## config.mk

```make
export PLATFORM = sky130hd
export DESIGN_NAME = ebus_ctl_flat
export DESIGN_NICKNAME = d
export VERILOG_FILES = /design/src/rtl/ebus_ctl_if.sv /design/src/rtl/ebus_ctl.sv /design/src/flat_wrapper.sv
export SDC_FILE = /design/constraint.sdc
export NUM_CORES = 1
export LEC_CHECK = 0
export ABC_CLOCK_PERIOD_IN_PS = 2100
export BUFFER_PORTS_ARGS = -buffer_cell sky130_fd_sc_hd__buf_4
export CAP_MARGIN = 30
export CORE_MARGIN = 3
export CORE_UTILIZATION = 35
export CTS_CLUSTER_DIAMETER = 100
export CTS_CLUSTER_SIZE = 12
export DETAILED_ROUTE_END_ITERATION = 10
export PLACE_DENSITY = 0.61
export SYNTH_ARGS = -nofsm -noshare
export SYNTH_HDL_FRONTEND = slang
export SYNTH_SLANG_ARGS = --single-unit
```

## constraint.sdc

```tcl
create_clock -name clk -period 2.1 [get_ports clk]
set_input_delay 0.42 -clock clk [delete_from_list [all_inputs] [get_ports clk]]
set_output_delay 0.42 -clock clk [all_outputs]
set_load 0.01 [all_outputs]
```

## src/rtl/ebus_ctl_if.sv

```systemverilog
// EBUS device-side signal bundle: controller select, function, data and the demand/transfer handshake.
// The controller side is the master; a device (or a bench device model) is the slave.
interface ebus_ctl_if;
  logic [6:0]  ebusCS;
  logic [2:0]  ebusFunc;
  logic        ebusDemand;
  logic [35:0] ebusDOut;
  logic        ebusDOutEn;
  logic        ebusXfer;
  logic [35:0] ebusDIn;

  modport master (
    output ebusCS, ebusFunc, ebusDemand, ebusDOut, ebusDOutEn,
    input  ebusXfer, ebusDIn
  );

  modport slave (
    input  ebusCS, ebusFunc, ebusDemand, ebusDOut, ebusDOutEn,
    output ebusXfer, ebusDIn
  );
endinterface

```

## src/rtl/ebus_ctl.sv

```systemverilog
// EBUS sequencer/arbiter for EBOX and front-end: round-robin grant, demand/xfer handshake with timeouts.
// Latency grant->Return is 5 cycles minimum; requesters are held off by their Grant staying low until their turn.
module ebus_ctl #(
  parameter int TIMEOUT = 32,
  parameter int RELWAIT = 8
) (
  input  logic        clk,
  input  logic        rstN,
  input  logic        eboxReq,
  input  logic [6:0]  eboxCS,
  input  logic [2:0]  eboxFunc,
  input  logic [35:0] eboxDOut,
  input  logic        feReq,
  input  logic [6:0]  feCS,
  input  logic [2:0]  feFunc,
  input  logic [35:0] feDOut,
  ebus_ctl_if.master  bus,
  output logic        eboxGrant,
  output logic        feGrant,
  output logic [35:0] readData,
  output logic        eboxReturn,
  output logic        feReturn,
  output logic        timeoutErr
);

  localparam int CMAX = (TIMEOUT > RELWAIT) ? TIMEOUT : RELWAIT;
  localparam int CW   = $clog2(CMAX + 1);
  localparam logic [CW-1:0] TLAST = CW'(TIMEOUT - 1);
  localparam logic [CW-1:0] RLAST = CW'(RELWAIT - 1);

  typedef enum logic [2:0] {
    IDLE,
    SETUP,
    DEMAND,
    LATCH,
    RELEASE,
    DONE
  } state_t;

  state_t      state;
  state_t      nextState;

  logic        ownerFe;
  logic        lastFe;
  logic [6:0]  regCS;
  logic [2:0]  regFunc;
  logic [35:0] regData;
  logic [CW-1:0] cnt;
  logic        abort;

  logic        grabReq;
  logic        pickFe;
  logic        cntClr;
  logic        cntInc;
  logic        abortSet;
  logic        latchEn;
  logic        onBus;
  logic        demandOut;
  logic        dOutEnOut;

  always_ff @(posedge clk or negedge rstN) begin
    if (!rstN) begin
      state <= IDLE;
    end else begin
      state <= nextState;
    end
  end

  always_comb begin
    nextState  = state;
    grabReq    = 1'b0;
    pickFe     = 1'b0;
    cntClr     = 1'b0;
    cntInc     = 1'b0;
    abortSet   = 1'b0;
    latchEn    = 1'b0;
    onBus      = 1'b0;
    demandOut  = 1'b0;
    dOutEnOut  = 1'b0;
    eboxGrant  = 1'b0;
    feGrant    = 1'b0;
    eboxReturn = 1'b0;
    feReturn   = 1'b0;
    timeoutErr = 1'b0;

    case (state)
      IDLE: begin
        if (eboxReq || feReq) begin
          grabReq   = 1'b1;
          // On a tie the requester that did not own the bus last time wins.
          pickFe    = feReq && (!eboxReq || !lastFe);
          nextState = SETUP;
        end
      end
      SETUP: begin
        onBus     = 1'b1;
        dOutEnOut = !regFunc[2];
        cntClr    = 1'b1;
        nextState = DEMAND;
      end
      DEMAND: begin
        onBus     = 1'b1;
        demandOut = 1'b1;
        dOutEnOut = !regFunc[2];
        if (bus.ebusXfer) begin
          nextState = LATCH;
        end else if (cnt == TLAST) begin
          abortSet  = 1'b1;
          cntClr    = 1'b1;
          nextState = RELEASE;
        end else begin
          cntInc = 1'b1;
        end
      end
      LATCH: begin
        onBus     = 1'b1;
        demandOut = 1'b1;
        dOutEnOut = !regFunc[2];
        latchEn   = regFunc[2];
        cntClr    = 1'b1;
        nextState = RELEASE;
      end
      RELEASE: begin
        onBus = 1'b1;
        if (!bus.ebusXfer) begin
          nextState = DONE;
        end else if (cnt == RLAST) begin
          // Device never let go of xfer; finish anyway and flag it.
          abortSet  = 1'b1;
          nextState = DONE;
        end else begin
          cntInc = 1'b1;
        end
      end
      DONE: begin
        eboxReturn = !ownerFe;
        feReturn   = ownerFe;
        timeoutErr = abort;
        nextState  = IDLE;
      end
      default: nextState = IDLE;
    endcase

    if (state != IDLE) begin
      eboxGrant = !ownerFe;
      feGrant   = ownerFe;
    end
  end

  assign bus.ebusCS     = onBus ? regCS   : '0;
  assign bus.ebusFunc   = onBus ? regFunc : '0;
  assign bus.ebusDOut   = onBus ? regData : '0;
  assign bus.ebusDemand = demandOut;
  assign bus.ebusDOutEn = dOutEnOut;

  always_ff @(posedge clk or negedge rstN) begin
    if (!rstN) begin
      ownerFe  <= 1'b0;
      lastFe   <= 1'b1;
      regCS    <= '0;
      regFunc  <= '0;
      regData  <= '0;
      cnt      <= '0;
      abort    <= 1'b0;
      readData <= '0;
    end else begin
      if (grabReq) begin
        ownerFe <= pickFe;
        regCS   <= pickFe ? feCS    : eboxCS;
        regFunc <= pickFe ? feFunc  : eboxFunc;
        regData <= pickFe ? feDOut  : eboxDOut;
      end

      if (cntClr) begin
        cnt <= '0;
      end else if (cntInc) begin
        cnt <= cnt + CW'(1);
      end

      if (state == DONE) begin
        abort  <= 1'b0;
        lastFe <= ownerFe;
      end else if (abortSet) begin
        abort <= 1'b1;
      end

      if (latchEn) begin
        readData <= bus.ebusDIn;
      end
    end
  end

endmodule

```

## src/flat_wrapper.sv

```systemverilog
// flat-port wrapper written by rule: the top's interface ports become plain ports
module ebus_ctl_flat 
#(
  parameter int TIMEOUT = 32,
  parameter int RELWAIT = 8
)
  (clk, rstN, eboxReq, eboxCS, eboxFunc, eboxDOut, feReq, feCS, feFunc, feDOut, eboxGrant, feGrant, readData, eboxReturn, feReturn, timeoutErr, bus_ebusCS, bus_ebusFunc, bus_ebusDemand, bus_ebusDOut, bus_ebusDOutEn, bus_ebusXfer, bus_ebusDIn);
  ebus_ctl_if bus_i ();
  input  logic clk;
  input  logic rstN;
  input  logic eboxReq;
  input  logic [6:0] eboxCS;
  input  logic [2:0] eboxFunc;
  input  logic [35:0] eboxDOut;
  input  logic feReq;
  input  logic [6:0] feCS;
  input  logic [2:0] feFunc;
  input  logic [35:0] feDOut;
  output logic eboxGrant;
  output logic feGrant;
  output logic [35:0] readData;
  output logic eboxReturn;
  output logic feReturn;
  output logic timeoutErr;
  output wire logic [$bits(bus_i.ebusCS)-1:0] bus_ebusCS;
  output wire logic [$bits(bus_i.ebusFunc)-1:0] bus_ebusFunc;
  output wire logic [$bits(bus_i.ebusDemand)-1:0] bus_ebusDemand;
  output wire logic [$bits(bus_i.ebusDOut)-1:0] bus_ebusDOut;
  output wire logic [$bits(bus_i.ebusDOutEn)-1:0] bus_ebusDOutEn;
  input wire logic [$bits(bus_i.ebusXfer)-1:0] bus_ebusXfer;
  input wire logic [$bits(bus_i.ebusDIn)-1:0] bus_ebusDIn;
  assign bus_ebusCS = bus_i.ebusCS;
  assign bus_ebusFunc = bus_i.ebusFunc;
  assign bus_ebusDemand = bus_i.ebusDemand;
  assign bus_ebusDOut = bus_i.ebusDOut;
  assign bus_ebusDOutEn = bus_i.ebusDOutEn;
  assign bus_i.ebusXfer = bus_ebusXfer;
  assign bus_i.ebusDIn = bus_ebusDIn;
  ebus_ctl #(.TIMEOUT(TIMEOUT), .RELWAIT(RELWAIT)) u_core (.clk(clk), .rstN(rstN), .eboxReq(eboxReq), .eboxCS(eboxCS), .eboxFunc(eboxFunc), .eboxDOut(eboxDOut), .feReq(feReq), .feCS(feCS), .feFunc(feFunc), .feDOut(feDOut), .bus(bus_i), .eboxGrant(eboxGrant), .feGrant(feGrant), .readData(readData), .eboxReturn(eboxReturn), .feReturn(feReturn), .timeoutErr(timeoutErr));
endmodule
```

==> impl_metrics.env <==
export IMPL_setup_viol=0
export IMPL_worst_slew_pin_slew_ns=0.570
export IMPL_fin_setup_tns_ns=0
export IMPL_antenna_cells=0
export IMPL_pwr_share_clk_pct=19.1
export IMPL_nets=762
export IMPL_period_minus_slack_ns=2.00
export IMPL_hold_path_class="input port to async pin"
export IMPL_std_cell_rows=41
export IMPL_route_detailed_drc=0
export IMPL_outcome="completed"
export IMPL_crit_type="register to primary output"
export IMPL_first_iter_violations=178
export IMPL_fin_util_pct=53.8
export IMPL_ys_types=44
export IMPL_seqPwrFrac_pct=30.9
export IMPL_avgRoutedWirePerCell_um=15.0
export IMPL_ctsRootBufferMaster="clkbuf_16"
export IMPL_p_int_mw=6.50
export IMPL_layout_drive_gt1_share_pct=43.1
export IMPL_port_buffers=221
export IMPL_die_area_sq_um=14400
export IMPL_multi_input_area_sq_um=2030
export IMPL_ir_drop_mv=0.548
export IMPL_startpoint_type="register"
export IMPL_ant_nets=0
export IMPL_clock_path_buffers=2
export IMPL_sw_frac_of_total_pct=35.6
export IMPL_grt_usage_pct=17.1
export IMPL_layout_area_seq_sq_um=2350
export IMPL_initial_utilization_pct=35.9
export IMPL_timing_final_hold_violations=0
export IMPL_comb_power_share_pct=50.0
export IMPL_first_pass_iters=5
export IMPL_finalWeightedCongestion=0.823
export IMPL_ys_warn_count=0
export IMPL_clk_pin_slew_ns=0.07
export IMPL_cts_sinks=94
export IMPL_core_area_sq_um=12700
export IMPL_die_w_um=120
export IMPL_synthesis_nets=541
export IMPL_avgSynthCellArea_sq_um=11.2
export IMPL_required_ns=1.68
export IMPL_routed_wl_um=12100
export IMPL_insertion_delay_ns=0.34
export IMPL_max_freq_ghz=0.501
export IMPL_rsz0062_at_grt="yes"
export IMPL_cp_arrival_ns=1.58
export IMPL_die_y_um=120
export IMPL_synth_edf_count=0
export IMPL_yosysSeqAreaShare_pct=51.8
export IMPL_skew_ns=0.00553
export IMPL_max_slew_margin_pct=61.8
export IMPL_grt_max_degree=40
export IMPL_numCtsBuffers=9
export IMPL_postCtsHoldBufs=0
export IMPL_ios=222
export IMPL_worstPathMaxFanout=33
export IMPL_total_power_mw=10.1
export IMPL_timing_final_crit_share_pct=95.1
export IMPL_cts_tree="done"
export IMPL_fill_cells=1173
export IMPL_end_kind="primary output"
export IMPL_detailed_place_hpwl_um=9350
export IMPL_power_density_nw_per_um2=1480
export IMPL_area_growth_pct=49.9
export IMPL_cap_viol_max_count=0
export IMPL_netSwitchingPower_mw=3.59
export IMPL_async_reset_ff_share_pct=100
export IMPL_htreeDepth=3
export IMPL_yosys_register_bits=94
export IMPL_dr_total_vias=3712
export IMPL_drv_slew=0
export IMPL_netlist_area_sq_um=4550
export IMPL_p_leak_nw=3.53
export IMPL_grt_pass1_vias=3891
export IMPL_via_per_inst=4.61
export IMPL_grt_pass1_wl_um=19700
export IMPL_grt_remaining_overflow=0
export IMPL_synth_ff_type="dfrtp_1"
export IMPL_antenna_found_initial=0
export IMPL_netlist_instances=407
## cell type report
type                    instances  area share, %
clock buffers                  10           3.51
inverters                       7          0.386
clock inverters                 6           1.71
multi-input cells             281           29.8
well taps                     172           3.16
flip-flops and latches         94           34.6
repair buffers                235           26.9
## layer usage
metal | up-vias | global-route usage (%) | wire, um | part of all wire, %
li1 | 1833 | - | - | -
met1 | 1738 | 20.9 | 4980 | 41
met2 | 117 | 29.6 | 6130 | 51
met3 | 24 | 2.92 | 607 | 5.0
met4 | 0 | 7.80 | 333 | 2.8
met5 | - | 0 | 0 | 0
## power groups by stage
stage                     logic, mW  registers (mW)  clock network (mW)
final                          5.04            3.12                1.92
after global routing           5.55            3.23                2.04
after CTS                      5.15            3.13                1.97
after detailed placement       5.10            3.15                   0
after global placement         4.89            3.13                   0
after floorplan                2.56            3.22                   0
## state kept, by name, summed over array words and instances, names as in the netlist
name	count
u_core.state	3
u_core.regData	36
u_core.regCS	7
u_core.lastFe	1
u_core.cnt	6
u_core.abort	1
u_core.readData	36
u_core.ownerFe	1
u_core.regFunc	3
## critical path, stage by stage (launching register included)
cell	delay (ns)
dfrtp_1	0.41
nor2_4	0.18
xnor2_4	0.16
buf_16	0.19
and2_1	0.17
buf_4	0.13
## path summary, 6_finish.rpt
check	from	endpoint	slack, ns	cells after the start
max in group asynchronous	rstN	u_core.readData[3]$_DFFE_PN0P_	1.43	2
hold reg to reg	u_core.regFunc[1]$_DFFE_PN0P_	u_core.regFunc[1]$_DFFE_PN0P_	0.47	2
min in group clk	bus_ebusDIn[35]	u_core.readData[35]$_DFFE_PN0P_	0.29	2
setup reg to reg	u_core.state[2]$_DFFE_PN0P_	u_core.readData[8]$_DFFE_PN0P_	0.22	5
setup / recovery	u_core.state[0]$_DFFE_PN0P_	bus_ebusCS[3]	0.10	5
hold / removal	rstN	u_core.readData[20]$_DFFE_PN0P_	0.06	1
## synthesized netlist by cell type (4+ instances only)
master | number | share of area [%]
buf_2 | 7 | 0.77
inv_1 | 6 | 0.50
o21ai_0 | 22 | 2.4
nor2_1 | 7 | 0.58
dfrtp_1 | 93 | 51
clkbuf_1 | 8 | 0.66
mux2i_1 | 48 | 11
nor3_1 | 4 | 0.44
and2_1 | 48 | 6.6
mux2_1 | 28 | 6.9
buf_6 | 8 | 2.0
nand2_1 | 52 | 4.3
mux2_2 | 8 | 2.0
o21ai_1 | 30 | 3.3
## cell families (layout without fill, tap and decap cells)
kind of cell             after synthesis  count (layout)  share of synthesized area (%)
adder cells (fa/ha/maj)                1               1                          0.275
buffers and inverters                 32             258                           4.32
AND/OR/NAND/NOR                      128             128                           15.0
AO/OA/AOI/OAI                         66              66                           8.59
flip-flops                            94              94                           51.8
multiplexers                          84              84                           19.5
XOR/XNOR                               2               2                          0.551
## through the flow
step,std cells,worst slack (ns),instance area (sq um),hold WS (ns)
floorplan,407,0.382,4550,0.124
global placement,787,0.0129,6410,0.434
detailed placement,788,0.179,6440,0.440
CTS,805,0.0471,6810,0.0708
global route,805,-0.0135,6810,0.0937
finish,805,0.104,6810,0.0555
## cells in the final DEF (no fill, tap or decap), drive strengths merged
cell type,synthesis,routed
buf,17,235
nor4,1,1
and3b,1,1
and3,2,2
o21bai,2,2
o2bb2ai,1,1
o41ai,1,1
nor2b,3,3
o311a,1,1
inv,7,9
xnor2,2,2
o31a,1,1
nand2b,1,1
and2,48,48
a31oi,1,1
nor2,7,7
bufinv,0,3
o21ai,52,52
clkbuf,8,10
or2,1,1
nand3b,1,1
mux2,36,36
mux2i,48,48
dfrtp,93,93
nor3,5,5
dfstp,1,1
a21oi,1,1
o221ai,1,1
a2111oi,1,1
nand2,52,52
o22ai,3,3
nand3,5,5
a21o,1,1
nor3b,1,1
clkinv,0,1
ha,1,1
## repair_timing
item | CTS | global route
endpoints found under the hold margin | 0 | 0
setup buffers | 1 | 0
resized for setup | 2 | 2
pin swaps | 1 | 0
endpoints found under the setup margin | 33 | 4
No activity file was read; power rests on OpenSTA's default activity.
